File: src/rtl/jtkonami_tilemap_render_if.sv
// Memory-side bus of the tilemap renderer: scan RAM read port, ROM request port
// and line buffer write port.
interface jtkonami_tilemap_render_if #(
  parameter int DW   = 16,
  parameter int CW   = 13,
  parameter int PALW = 4,
  parameter int HW   = 9,
  parameter int AW   = 18,
  parameter int SAW  = 10
);
  logic [SAW-1:0]       scan_addr;
  logic [CW+PALW+1:0]   scan_data;
  // ROM handshake: rom_cs rises with rom_addr already stable; both hold until the
  // requester sees rom_ok on a cycle after the first, then rom_cs drops next clock.
  logic                 rom_cs;
  logic [AW-1:0]        rom_addr;
  logic                 rom_ok;
  logic [DW-1:0]        rom_data;
  logic                 line;
  logic                 line_we;
  logic [HW:0]          line_addr;
  logic [PALW+3:0]      line_din;

  modport master (
    output scan_addr, rom_cs, rom_addr, line, line_we, line_addr, line_din,
    input  scan_data, rom_ok, rom_data
  );

  modport slave (
    input  scan_addr, rom_cs, rom_addr, line, line_we, line_addr, line_din,
    output scan_data, rom_ok, rom_data
  );
endinterface

File: src/rtl/jtkonami_tilemap_render.sv
// Per-line 4bpp tilemap renderer into a double line buffer.
// Optional JTKONAMI_TMAP_TRANSP_EN: skip writes of pixel value 0.
module jtkonami_tilemap_render #(
  parameter int DW   = 16,
  parameter int TW   = 8,
  parameter int CW   = 13,
  parameter int PALW = 4,
  parameter int HW   = 9,
  parameter int HEND = 320,
  parameter int AW   = 18,
  parameter int SAW  = 10
) (
  input  logic       clk,
  input  logic       rst,
  input  logic       hs_i,
  input  logic       lvbl_i,
  input  logic [7:0] vrender_i,
  input  logic [8:0] hscr_i,
  input  logic [7:0] vscr_i,
  input  logic       flip_i,
  output logic       done_o,
  output logic [2:0] state_o,
  jtkonami_tilemap_render_if.master bus
);
  localparam int PPW = DW / 4;
  localparam int TB  = $clog2(TW);
  localparam int PB  = $clog2(PPW);
  localparam int WB  = $clog2(TW * 4 / DW);

  typedef enum logic [2:0] {
    S_IDLE, S_SCAN, S_SCANW, S_ROMREQ, S_DUMP, S_NEXT
  } state_t;

  state_t          state_q;
  logic            hs_q, line_q, done_q, first_q;
  logic [8:0]      hscr_q;
  logic [7:0]      vscr_q;
  logic [HW:0]     pxcnt_q;
  logic [PB-1:0]   pix_q;
  logic [CW-1:0]   code_q;
  logic [PALW-1:0] pal_q;
  logic            hflip_q, vflip_q;
  logic [DW-1:0]   data_q;
  logic            rom_cs_q, line_we_q;
  logic [AW-1:0]   rom_addr_q;
  logic [HW:0]     line_addr_q;
  logic [PALW+3:0] line_din_q;

  logic            start, in_win, wr_en, last_pix;
  logic [7:0]      vn, hn;
  logic [TB-1:0]   row;
  logic [WB-1:0]   word;
  logic [HW:0]     fine_ext, px_end, x_raw;
  logic [HW-1:0]   x_pos;
  logic [3:0]      pix;
  logic [CW-1:0]   scan_code;
  logic            scan_hf, scan_vf;

  assign start = hs_i & ~hs_q & lvbl_i;
  assign vn    = vrender_i + vscr_q;
  // Walk starts tile-aligned; the fine scroll is applied by the write window.
  assign hn    = {hscr_q[7:TB], {TB{1'b0}}} + pxcnt_q[7:0];
  assign row   = vn[TB-1:0];
  assign word  = hn[TB-1:PB];

  assign fine_ext = (HW+1)'(hscr_q[TB-1:0]);
  assign px_end   = (HW+1)'(HEND) + fine_ext;
  assign x_raw    = pxcnt_q - fine_ext;
  assign x_pos    = flip_i ? (HW'(HEND-1) - x_raw[HW-1:0]) : x_raw[HW-1:0];
  assign in_win   = (pxcnt_q >= fine_ext) && (pxcnt_q < px_end);
  assign pix      = hflip_q ? data_q[3:0] : data_q[DW-1 -: 4];
  assign last_pix = (pix_q == PB'(PPW-1)) || (pxcnt_q + 1'b1 == px_end);

`ifdef JTKONAMI_TMAP_TRANSP_EN
  assign wr_en = in_win && (pix != 4'd0);
`else
  assign wr_en = in_win;
`endif

  assign scan_code = bus.scan_data[CW-1:0];
  assign scan_hf   = bus.scan_data[CW+PALW];
  assign scan_vf   = bus.scan_data[CW+PALW+1];

  always_ff @(posedge clk) begin
    if (rst) begin
      state_q     <= S_IDLE;
      hs_q        <= 1'b0;
      line_q      <= 1'b0;
      done_q      <= 1'b1;
      first_q     <= 1'b0;
      hscr_q      <= '0;
      vscr_q      <= '0;
      pxcnt_q     <= '0;
      pix_q       <= '0;
      code_q      <= '0;
      pal_q       <= '0;
      hflip_q     <= 1'b0;
      vflip_q     <= 1'b0;
      data_q      <= '0;
      rom_cs_q    <= 1'b0;
      rom_addr_q  <= '0;
      line_we_q   <= 1'b0;
      line_addr_q <= '0;
      line_din_q  <= '0;
    end else begin
      hs_q      <= hs_i;
      line_we_q <= 1'b0;
      if (start) begin
        line_q   <= ~line_q;
        hscr_q   <= hscr_i;
        vscr_q   <= vscr_i;
        pxcnt_q  <= '0;
        done_q   <= 1'b0;
        rom_cs_q <= 1'b0;
        state_q  <= S_SCAN;
      end else begin
        case (state_q)
          S_IDLE: ;
          S_SCAN: state_q <= S_SCANW;
          S_SCANW: begin
            code_q     <= scan_code;
            pal_q      <= bus.scan_data[CW +: PALW];
            hflip_q    <= scan_hf;
            vflip_q    <= scan_vf;
            rom_addr_q <= AW'({scan_code, row ^ {TB{scan_vf}}, word ^ {WB{scan_hf}}});
            rom_cs_q   <= 1'b1;
            first_q    <= 1'b1;
            state_q    <= S_ROMREQ;
          end
          S_ROMREQ: begin
            first_q <= 1'b0;
            if (!first_q && bus.rom_ok) begin
              data_q   <= bus.rom_data;
              rom_cs_q <= 1'b0;
              pix_q    <= '0;
              state_q  <= S_DUMP;
            end
          end
          S_DUMP: begin
            line_we_q   <= wr_en;
            line_addr_q <= {line_q, x_pos};
            line_din_q  <= {pal_q, pix};
            data_q      <= hflip_q ? (data_q >> 4) : (data_q << 4);
            pxcnt_q     <= pxcnt_q + 1'b1;
            pix_q       <= pix_q + 1'b1;
            if (last_pix) state_q <= S_NEXT;
          end
          S_NEXT: begin
            if (pxcnt_q == px_end) begin
              done_q  <= 1'b1;
              state_q <= S_IDLE;
            end else if (pxcnt_q[TB-1:0] != '0) begin
              rom_addr_q <= AW'({code_q, row ^ {TB{vflip_q}}, word ^ {WB{hflip_q}}});
              rom_cs_q   <= 1'b1;
              first_q    <= 1'b1;
              state_q    <= S_ROMREQ;
            end else begin
              state_q <= S_SCAN;
            end
          end
          default: state_q <= S_IDLE;
        endcase
      end
    end
  end

  wire unused_ok = &{1'b0, hscr_q[8], x_raw[HW], hn[PB-1:0]};

  assign done_o        = done_q;
  assign state_o       = state_q;
  assign bus.scan_addr = SAW'({vn[7:TB], hn[7:TB]});
  assign bus.rom_cs    = rom_cs_q;
  assign bus.rom_addr  = rom_addr_q;
  assign bus.line      = line_q;
  assign bus.line_we   = line_we_q;
  assign bus.line_addr = line_addr_q;
  assign bus.line_din  = line_din_q;
endmodule

File: src/flat_wrapper.sv
// flat-port wrapper written by rule: the top's interface ports become plain ports
module jtkonami_tilemap_render_flat 
#(
  parameter int DW   = 16,
  parameter int TW   = 8,
  parameter int CW   = 13,
  parameter int PALW = 4,
  parameter int HW   = 9,
  parameter int HEND = 320,
  parameter int AW   = 18,
  parameter int SAW  = 10
)
  (clk, rst, hs_i, lvbl_i, vrender_i, hscr_i, vscr_i, flip_i, done_o, state_o, bus_scan_addr, bus_rom_cs, bus_rom_addr, bus_line, bus_line_we, bus_line_addr, bus_line_din, bus_scan_data, bus_rom_ok, bus_rom_data);
  jtkonami_tilemap_render_if #(.DW(DW), .CW(CW), .PALW(PALW), .HW(HW), .AW(AW), .SAW(SAW)) bus_i ();
  input  logic clk;
  input  logic rst;
  input  logic hs_i;
  input  logic lvbl_i;
  input  logic [7:0] vrender_i;
  input  logic [8:0] hscr_i;
  input  logic [7:0] vscr_i;
  input  logic flip_i;
  output logic done_o;
  output logic [2:0] state_o;
  output wire logic [$bits(bus_i.scan_addr)-1:0] bus_scan_addr;
  output wire logic [$bits(bus_i.rom_cs)-1:0] bus_rom_cs;
  output wire logic [$bits(bus_i.rom_addr)-1:0] bus_rom_addr;
  output wire logic [$bits(bus_i.line)-1:0] bus_line;
  output wire logic [$bits(bus_i.line_we)-1:0] bus_line_we;
  output wire logic [$bits(bus_i.line_addr)-1:0] bus_line_addr;
  output wire logic [$bits(bus_i.line_din)-1:0] bus_line_din;
  input wire logic [$bits(bus_i.scan_data)-1:0] bus_scan_data;
  input wire logic [$bits(bus_i.rom_ok)-1:0] bus_rom_ok;
  input wire logic [$bits(bus_i.rom_data)-1:0] bus_rom_data;
  assign bus_scan_addr = bus_i.scan_addr;
  assign bus_rom_cs = bus_i.rom_cs;
  assign bus_rom_addr = bus_i.rom_addr;
  assign bus_line = bus_i.line;
  assign bus_line_we = bus_i.line_we;
  assign bus_line_addr = bus_i.line_addr;
  assign bus_line_din = bus_i.line_din;
  assign bus_i.scan_data = bus_scan_data;
  assign bus_i.rom_ok = bus_rom_ok;
  assign bus_i.rom_data = bus_rom_data;
  jtkonami_tilemap_render #(.DW(DW), .TW(TW), .CW(CW), .PALW(PALW), .HW(HW), .HEND(HEND), .AW(AW), .SAW(SAW)) u_core (.clk(clk), .rst(rst), .hs_i(hs_i), .lvbl_i(lvbl_i), .vrender_i(vrender_i), .hscr_i(hscr_i), .vscr_i(vscr_i), .flip_i(flip_i), .done_o(done_o), .state_o(state_o), .bus(bus_i));
endmodule
File: config.mk
export PLATFORM = sky130hd
export DESIGN_NAME = jtkonami_tilemap_render_flat
export DESIGN_NICKNAME = d
export VERILOG_FILES = /design/src/rtl/jtkonami_tilemap_render_if.sv /design/src/rtl/jtkonami_tilemap_render.sv /design/src/flat_wrapper.sv
export SDC_FILE = /design/constraint.sdc
export NUM_CORES = 1
export LEC_CHECK = 0
export BUFFER_PORTS_ARGS = -buffer_cell sky130_fd_sc_hd__buf_2
export CORE_ASPECT_RATIO = 1.75
export CORE_MARGIN = 2
export CORE_UTILIZATION = 49
export CTS_CLUSTER_DIAMETER = 200
export DETAILED_ROUTE_END_ITERATION = 10
export PLACE_DENSITY_LB_ADDON = 0.05
export SLEW_MARGIN = 0
export SYNTH_ARGS = -nofsm -noshare
export SYNTH_HDL_FRONTEND = slang
export SYNTH_SLANG_ARGS = --single-unit
File: constraint.sdc
create_clock -name clk -period 2.6 [get_ports clk]
set_clock_uncertainty 0.2 [all_clocks]
set_input_delay 0.26 -clock clk [delete_from_list [all_inputs] [get_ports clk]]
set_output_delay 0.26 -clock clk [all_outputs]
set_load 0.02 [all_outputs]
**Word-level counts from Yosys, hierarchy flattened**

Index checks and enable logic that the tools add are counted.

- Bits of input ports: 66
- Word-level logic and storage cells: 101
- Bits in registers: 108
- Output and inout port bits: 53

- Reductions and logical operators: 22
- Bitwise gates (word level): 11
- $lt $le $gt $ge: 2
- Equality and inequality tests: 15
- Add/sub/neg operators: 7
- Multiplexer cells: 24

Operator list:

| cell | number |
|---|---|
| two-way mux 18 bit | 2 |
| case mux 18 bit (2 select lines) | 1 |
| two-way mux 16 bit | 2 |
| case mux 16 bit (2 select lines) | 1 |
| == test 10 bit | 2 |
| case mux 3 bit (6 select lines) | 1 |
| adder 8 bit | 2 |
| AND reduction 4 bit | 3 |
| adder 10 x 1 -> 10 bit, second input constant | 1 |
| adder 9 x 3 -> 10 bit, first input constant | 1 |
| greater-or-equal comparator 10 x 3 -> 1 bit | 1 |
| < comparator 10 bit | 1 |
| two-way mux 3 bit | 3 |
| two-way mux 9 bit | 1 |
| AND reduction 3 bit | 3 |
| subtractor 9 x 3 -> 9 bit | 1 |
| subtractor 9 bit, first input constant | 1 |
| != test 2 x 1 -> 1 bit, second input constant | 4 |
| nonzero test 2 bit | 4 |
| two-way mux 1 bit | 7 |
| == test 3 x 2 -> 1 bit, second input constant | 2 |
| == test 3 bit, second input constant | 2 |
| != test 3 x 1 -> 1 bit, second input constant | 2 |
| case mux 1 bit (3 select lines) | 2 |
| other kinds (19) | 31 |

**Logic depth before layout (Yosys ltp)**

Gate-level depths: netlist of the first run.

- Depth in word-level cells: 6
- Mapped depth: 13
- Mapped depth without buffers: 13

**Worst setup path after synthesis of the first run**

No wires, ideal clock.

- Path kind: flip-flop to flip-flop
- Start: register u_core.pxcnt_q[0]
- End: register u_core.line_addr_q[8] (netlist: u_core.bus.line_addr[8])
- Data arrival time: 2436 ps
- Data required time: 2330 ps
- Setup time: 70 ps
- Cell stages (with the launch flop): 14
- Buffers on the path: 0
- Setup slack: -107 ps
- Clock period less this slack: 2707 ps
- Path through: dfxtp_1 > inv_1 > ha_1 > inv_1 > fa_1 > a211oi_1 > nand2_1 > xnor2_1 > ha_1 > nand2_1 > xnor2_1 > xnor2_1 > nand2_1 > a21oi_1

- Word-level cells in the longest chain between the ends: 3

RTL lines:

| element | line | RTL |
|---|---|---|
| start, declared | jtkonami_tilemap_render.sv:38 | `logic [HW:0] pxcnt_q;` |
| start signal, assigned | jtkonami_tilemap_render.sv:144 | `pxcnt_q <= pxcnt_q + 1'b1;` |
| subtractor 9 x 3 -> 9 bit (*) | jtkonami_tilemap_render.sv:68 | `assign x_raw = pxcnt_q - fine_ext;` |
| subtractor 9 bit | jtkonami_tilemap_render.sv:69 | `assign x_pos = flip_i ? (HW'(HEND-1) - x_raw[HW-1:0]) : x_raw[HW-1:0];` |
| two-way mux 9 bit (*) | jtkonami_tilemap_render.sv:69 |  |
| end signal, assigned | jtkonami_tilemap_render.sv:141 | `line_addr_q <= {line_q, x_pos};` |
| end, declared | jtkonami_tilemap_render.sv:46 | `logic [HW:0] line_addr_q;` |

Mark *: on every way between the ends. The rest lies on a longest branch, timed or not.
A chain may end at the register's enable or synchronous reset.

**Worst setup path in the final report of the first run**

Ends and elaborated chain as after synthesis.

==> results_dict.tcl, run 1 <==
set metrics [dict create \
    final_hold_viol_count 0 \
    synth.avg_cell_area_um2 8.247 \
    avgViaCountPerCell 5.341 \
    grt_pass1_wl_mm 22.61 \
    grt_max_degree 44 \
    wirelength_mm 13.93 \
    antenna_found_initial 0 \
    diodes 0 \
    synth_edf_count 0 \
    synthTopCellsByArea "dfxtp_1 (39%), nand2_1 (10%), a21oi_1 (6.0%), xnor2_1 (4.5%), nor2_1 (4.3%)" \
    syn_area_um2 5468 \
    synthMuxAreaShare 0.03112 \
    synth_fa_ha_area_frac 0.05217 \
    place_hpwl_mm 9.863 \
    htreeDepth 3 \
    slew_viol_final 0 \
    critPathArrivalTime_ns 2.67 \
    synthArstFlopShare 0 \
    worstPathRequired_ns 2.68 \
    dp_slack_ns 0.04140 \
    design.portCount 119 \
    die_h_um 143.7 \
    yosys_warnings 0 \
    timing.fmax_mhz 385.7 \
    io_buffer_count 116 \
    slew_headroom 0.1566 \
    synthSimpleGateAreaFrac 0.2277 \
    grt_use_total 0.2328 \
    status "finished clean" \
    p_per_area_nw_per_um2 517.2 \
    path_max_fanout 2 \
    fin_crit_sh 0.9973 \
    clkTransAtPathRegs_ns 0.07 \
    crit_chain "inv_2 -> ha_4 -> inv_2 -> fa_2 -> a211oi_2 -> nand2_1 -> xnor2_2 -> ha_2 -> nand2_2 -> xnor2_1 -> xnor2_1 -> nand2_1 -> a21oi_1" \
    placed_cells 880 \
    stdcell_count 939 \
    ys_ff_latch 107 \
    hold_depth 3 \
    synth-seq-area-share 0.3918 \
    area_growth_syn_to_layout_pct 26.93 \
    cp_slowest_cell "fa_2" \
    worstMarginPinSlew_ns 1.258 \
    setup_violations 0 \
    place.gp.congestion 0.8501 \
    cts-root-buf "clkbuf_16" \
    leakage_nw 2.774 \
    final_common_cell "nand2_1" \
    wl_per_cell_um 14.83 \
    nNetsFinal 889 \
    synthCells 663 \
    synth-compound-area-share 0.1719 \
    synth_top_family_by_area "simple AND/OR/NAND/NOR gates" \
    dieArea_um2 12050 \
    first_global_vias 4864 \
    firstDrtPassIters 4 \
    reg2reg_depth 13 \
    cts_buffer_depth 2 \
    cts_sinks 107 \
    rows 51 \
    cp_num_buf_inv 2 \
    cts_tree "yes" \
    yosysUniqueCellTypes 55 \
    rsz0062_at_grt "true" \
    drv_cap 0 \
    layout_common_cells "nand2_1 (145), buf_2 (113), dfxtp_1 (101)" \
    layout-drive-gt1-share 0.2503 \
    drt-initial-drc-count 178 \
    clk_latency_ns 0.35 \
    ir_drop_uv 399.9 \
    synth-xor-area-share 0.06407 \
    initial_utilization 0.4982 \
    path_class "register to register" \
    cts_buffers 9 \
    overflow 0 \
    chipWidth_um 83.85 \
    cp_top_family "adder cells" \
    timing.final.ws_setup_ns 0.007149 \
    reg2reg_slack_ns 0.007 \
    endpoint_kind "register" \
    synth_fp_nets 750 \
    min_period_ns 2.593 \
    vias 5015 \
    antenna_left 0 \
    yosys.area.top_type_share 0.3918 \
    cp-start-kind "register" \
    synth_flop_cell "dfxtp_1" \
    drc 0 \
    core_area_um2 10980 \
    hold_class "primary input to register" \
    final_core_util 0.6324 \
    cp.depth 13 \
    cpPeakStageDelay_ns 0.38 \
    yosysTopAreaCell "dfxtp_1" \
]
-- cells in the mapped netlist, drive strengths merged, types with 14 or more instances --
cell    number
a311oi      20
xnor2       28
ha          18
a21oi       66
inv         14
nand2      146
nor2        63
dfxtp      107
mux2i       17
buf         34
a211oi      14
clkbuf      21
-- path summary, 6_finish.rpt --
check | from | to
setup / recovery | u_core.pxcnt_q[0] | u_core.bus.line_addr[8]
hold / removal | bus_rom_data[15] | u_core.data_q[15]
setup reg to reg | u_core.pxcnt_q[0] | u_core.bus.line_addr[8]
hold reg to reg | u_core.bus.line_addr[2] | u_core.bus.line_addr[2]
-- report_power, final --
part | total (mW) | leakage [nW] | switching, mW | internal (mW)
Clock | 1.39 | 0.147 | 0.632 | 0.754
Sequential | 1.71 | 0.869 | 0.0292 | 1.68
Combinational | 0.492 | 1.76 | 0.262 | 0.230
-- state kept, by name, indices dropped and copies added, names as in the netlist, 2 cells and up --
register and cells:
u_core.bus.line_addr 10, u_core.bus.line_din 8, u_core.bus.rom_addr 17, u_core.code_q 13, u_core.data_q 16, u_core.hscr_q 8, u_core.pal_q 4, u_core.pix_q 2
u_core.pxcnt_q 10, u_core.state_o 3, u_core.vscr_q 8
-- tightest hold or removal path, delay by kind of cell --
family / cells / cell delay (ns)
buffers and inverters: 1 / 0.07
AO/OA/AOI/OAI: 1 / 0.06
AND/OR/NAND/NOR: 1 / 0.12
-- through the flow --
stage / power [mW] / hold WS, ns / area [µm²] / setup TNS (ns)
final: 3.590 / 0.01056 / 6940 / 0
after global routing: 3.745 / 0.03036 / 6940 / -0.1621
after CTS: 3.610 / 0.005232 / 6864 / 0
after detailed placement: 2.176 / 0.2405 / 6143 / 0
after global placement: 2.165 / 0.2364 / 6143 / 0
after floorplan: 2.035 / 0.1882 / 5473 / 0
-- what timing repair did --
action | CTS | global route
endpoints found under the setup margin | 3 | 5
endpoints found under the hold margin | 40 | 0
gates resized for setup | 6 | 17
hold buffers | 40 | 0
setup buffers | 0 | 3
pin swaps | 1 | 11
gates cloned | 0 | 0
-- metal layers --
metal | wire length [µm] | GRT usage | vias up
li1 | - | - | 2536
met1 | 5737 | 0.2581 | 2360
met2 | 7401 | 0.4425 | 100
met3 | 525 | 0.03561 | 19
met4 | 264 | 0.08744 | 0
met5 | 0 | 0 | -
-- kinds of logic after synthesis --
| family | Yosys count |
|---|---|
| other | 1 |
| buffers and inverters | 69 |
| and+or+nand+nor | 274 |
| DFF | 107 |
| muxes | 17 |
| xor gates and xnor gates | 40 |
| adders and majority gates | 21 |
| AOI/OAI and AO/OA | 134 |
-- final cells by class --
class | instances | area, µm²
fill | 1020 | 4035
multi-input combinational | 487 | 3070
sequential | 107 | 2150
timing repair buffer | 183 | 1204
clock buffer | 9 | 225.2
tap | 132 | 165.2
clock inverter | 7 | 73.82
inverter | 14 | 52.55
(Power assumes the default switching activity.)
==> run 2: changes to the inputs <==
--- a/config.mk
+++ b/config.mk
@@ -8,7 +8,7 @@
 export BUFFER_PORTS_ARGS = -buffer_cell sky130_fd_sc_hd__buf_2
 export CORE_ASPECT_RATIO = 1.75
 export CORE_MARGIN = 2
-export CORE_UTILIZATION = 49
+export CORE_UTILIZATION = 50
 export CTS_CLUSTER_DIAMETER = 200
 export DETAILED_ROUTE_END_ITERATION = 10
 export PLACE_DENSITY_LB_ADDON = 0.05
==> constraint.sdc (replaced) <==
create_clock -name clk -period 2.4 [get_ports clk]
set_clock_uncertainty 0.2 [all_clocks]
set_input_delay 0.24 -clock clk [delete_from_list [all_inputs] [get_ports clk]]
set_output_delay 0.24 -clock clk [all_outputs]
set_load 0.02 [all_outputs]
==> run 2 against run 1 <==
Against the previous run:
- register-to-register slack got worse by 0.02 ns
- clock power rose by 6%
- die area fell by 1.9%
- first-iteration DRC count fell by 0.56%
- the run now ends with negative hold slack, negative setup slack left
- critical path depth fell by 5
- global-route usage rose by 0.14 points
- non-clock buffer count rose by 9
- via count rose by 0.42%
==> results_dict.tcl, run 2 (same netlist as run 1, synthesis figures left out) <==
set metrics [dict create \
    cts_buffers 9 \
    grt_pass1_wl_mm 22.89 \
    chipWidth_um 83.05 \
    timing.fmax_mhz 400.0 \
    p_per_area_nw_per_um2 548.9 \
    initial_utilization 0.5111 \
    cts-root-buf "clkbuf_16" \
    r2r_start "u_core.pxcnt_q[0]" \
    area_growth_syn_to_layout_pct 29.06 \
    final_hold_viol_count 1 \
    final_core_util 0.6596 \
    endpoint "bus_scan_addr[8]" \
    drc 0 \
    endpoint_kind "output pin" \
    wl_per_cell_um 14.68 \
    final.setup.tns_ns -0.1729 \
    htreeDepth 3 \
    clk_latency_ns 0.35 \
    fin_worst_hold_slack_ns -0.005089 \
    design.portCount 119 \
    reg2reg_slack_ns -0.01 \
    wirelength_mm 13.91 \
    setup_violations 3 \
    cp-startpoint "u_core.vscr_q[0]" \
    worstPathRequired_ns 1.96 \
    path_max_fanout 2 \
    cpPeakStageDelay_ns 0.34 \
    cts_buffer_depth 2 \
    cts_sinks 107 \
    slew_headroom 0.4986 \
    rsz0062_at_grt "true" \
    timing.final.ws_setup_ns -0.1001 \
    firstDrtPassIters 4 \
    die_h_um 142.3 \
    drt-initial-drc-count 177 \
    holdCritStartpoint "bus_rom_data[14]" \
    first_global_vias 4851 \
    place_area_um2 6211 \
    cp_top_family "compound AO/OA/AOI/OAI gates" \
    layout-drive-gt1-share 0.2635 \
    worstMarginPinSlew_ns 0.7497 \
    rows 50 \
    ir_drop_uv 547.2 \
    violations "negative hold slack, negative setup slack" \
    min_period_ns 2.500 \
    drv_cap 0 \
    r2r-end "u_core.bus.line_addr[8]" \
    leakage_nw 2.827 \
    antenna_left 0 \
    path_class "register to output pin" \
    layout_common_cells "nand2_1 (144), buf_2 (110), dfxtp_1 (100)" \
    grt_max_degree 38 \
    slew_viol_final 0 \
    crit_chain "ha_4 -> fa_2 -> a21o_1 -> a21oi_2 -> o21bai_1 -> a21oi_2 -> xnor2_1 -> buf_4" \
    vias 5036 \
    avgViaCountPerCell 5.318 \
    stdcell_area_um2 7057 \
    place_hpwl_mm 9.593 \
    grt_use_total 0.2342 \
    fin_crit_sh 1.042 \
    critical_path.most_common_cell "a21oi_2" \
    cp_num_buf_inv 1 \
    cp_slowest_cell "dfxtp_2" \
    critPathArrivalTime_ns 2.06 \
    antenna_found_initial 0 \
    core_area_um2 10700 \
    reg2reg_depth 13 \
    clkTransAtPathRegs_ns 0.07 \
    nNetsFinal 898 \
    largest_reg_flops 17 \
    cts_tree "yes" \
    cp-start-kind "register" \
    io_buffer_count 116 \
    place.gp.congestion 0.8950 \
    status "finished, violations left" \
    hold_class "primary input to register" \
    overflow 0 \
    cp.depth 8 \
    final_common_cell "nand2_1" \
    dieArea_um2 11820 \
]
[run 2: repair_timing]
action                                  4_1_cts  5_1_grt
hold endpoints to repair                     54        0
hold buffers                                 42        0
endpoints found under the setup margin        6       25
buffers inserted                              2        3
pin swaps                                    12        4
resized for setup                            15       10
[run 2: tightest hold or removal path, delay by kind of cell]
kind / cells / cell delay [ns]
AND/OR/NAND/NOR: 1 / 0.12
buffers and inverters: 1 / 0.08
AO/OA/AOI/OAI: 1 / 0.05
[run 2: power breakdown]
group | switching [mW] | leakage [nW] | internal, mW | total (mW)
Combinational | 0.290 | 1.81 | 0.264 | 0.555
Clock | 0.689 | 0.148 | 0.777 | 1.47
Sequential | 0.0314 | 0.869 | 1.82 | 1.85
Total | 1.01 | 2.83 | 2.86 | 3.87
[run 2: layout make-up]
type                       count  area [µm²]
timing repair buffer         192        1284
sequential                   107        2151
antenna                        1       2.502
clock inverter                 5       42.54
tap                          130       162.7
multi-input combinational    487        3109
fill                         909        3641
clock buffer                  11       252.7
inverter                      14       52.55
[run 2: per-layer routing]
metal,global-route usage,routed length (µm),share of wire,up-vias
met4,0.08542,287,0.021,0
li1,-,-,-,2551
met2,0.4181,7279,0.52,100
met1,0.2809,5934,0.43,2364
met5,0,0,0,-
met3,0.04002,404,0.029,21
[run 2: per-stage QoR]
step,std cells,total power [mW],setup WS [ns]
floorplan,663,2.211,-0.1362
global placement,884,2.359,-0.1395
detailed placement,884,2.370,-0.1833
CTS,944,3.903,-0.07964
global route,946,4.037,-0.1793
finish,947,3.873,-0.1001
[run 2: worst min-delay path by stage]
stage	end	slack, ns	cells past startpoint
5_1_grt	u_core.data_q[8]	0.02	3
3_3_place_gp	u_core.bus.line_din[4]	0.24	2
4_1_cts	u_core.data_q[14]	0.0007	3
3_5_place_dp	u_core.bus.line_din[5]	0.24	2
6_report	u_core.data_q[14]	-0.005	3
2_1_floorplan	u_core.hs_q	0.17	1
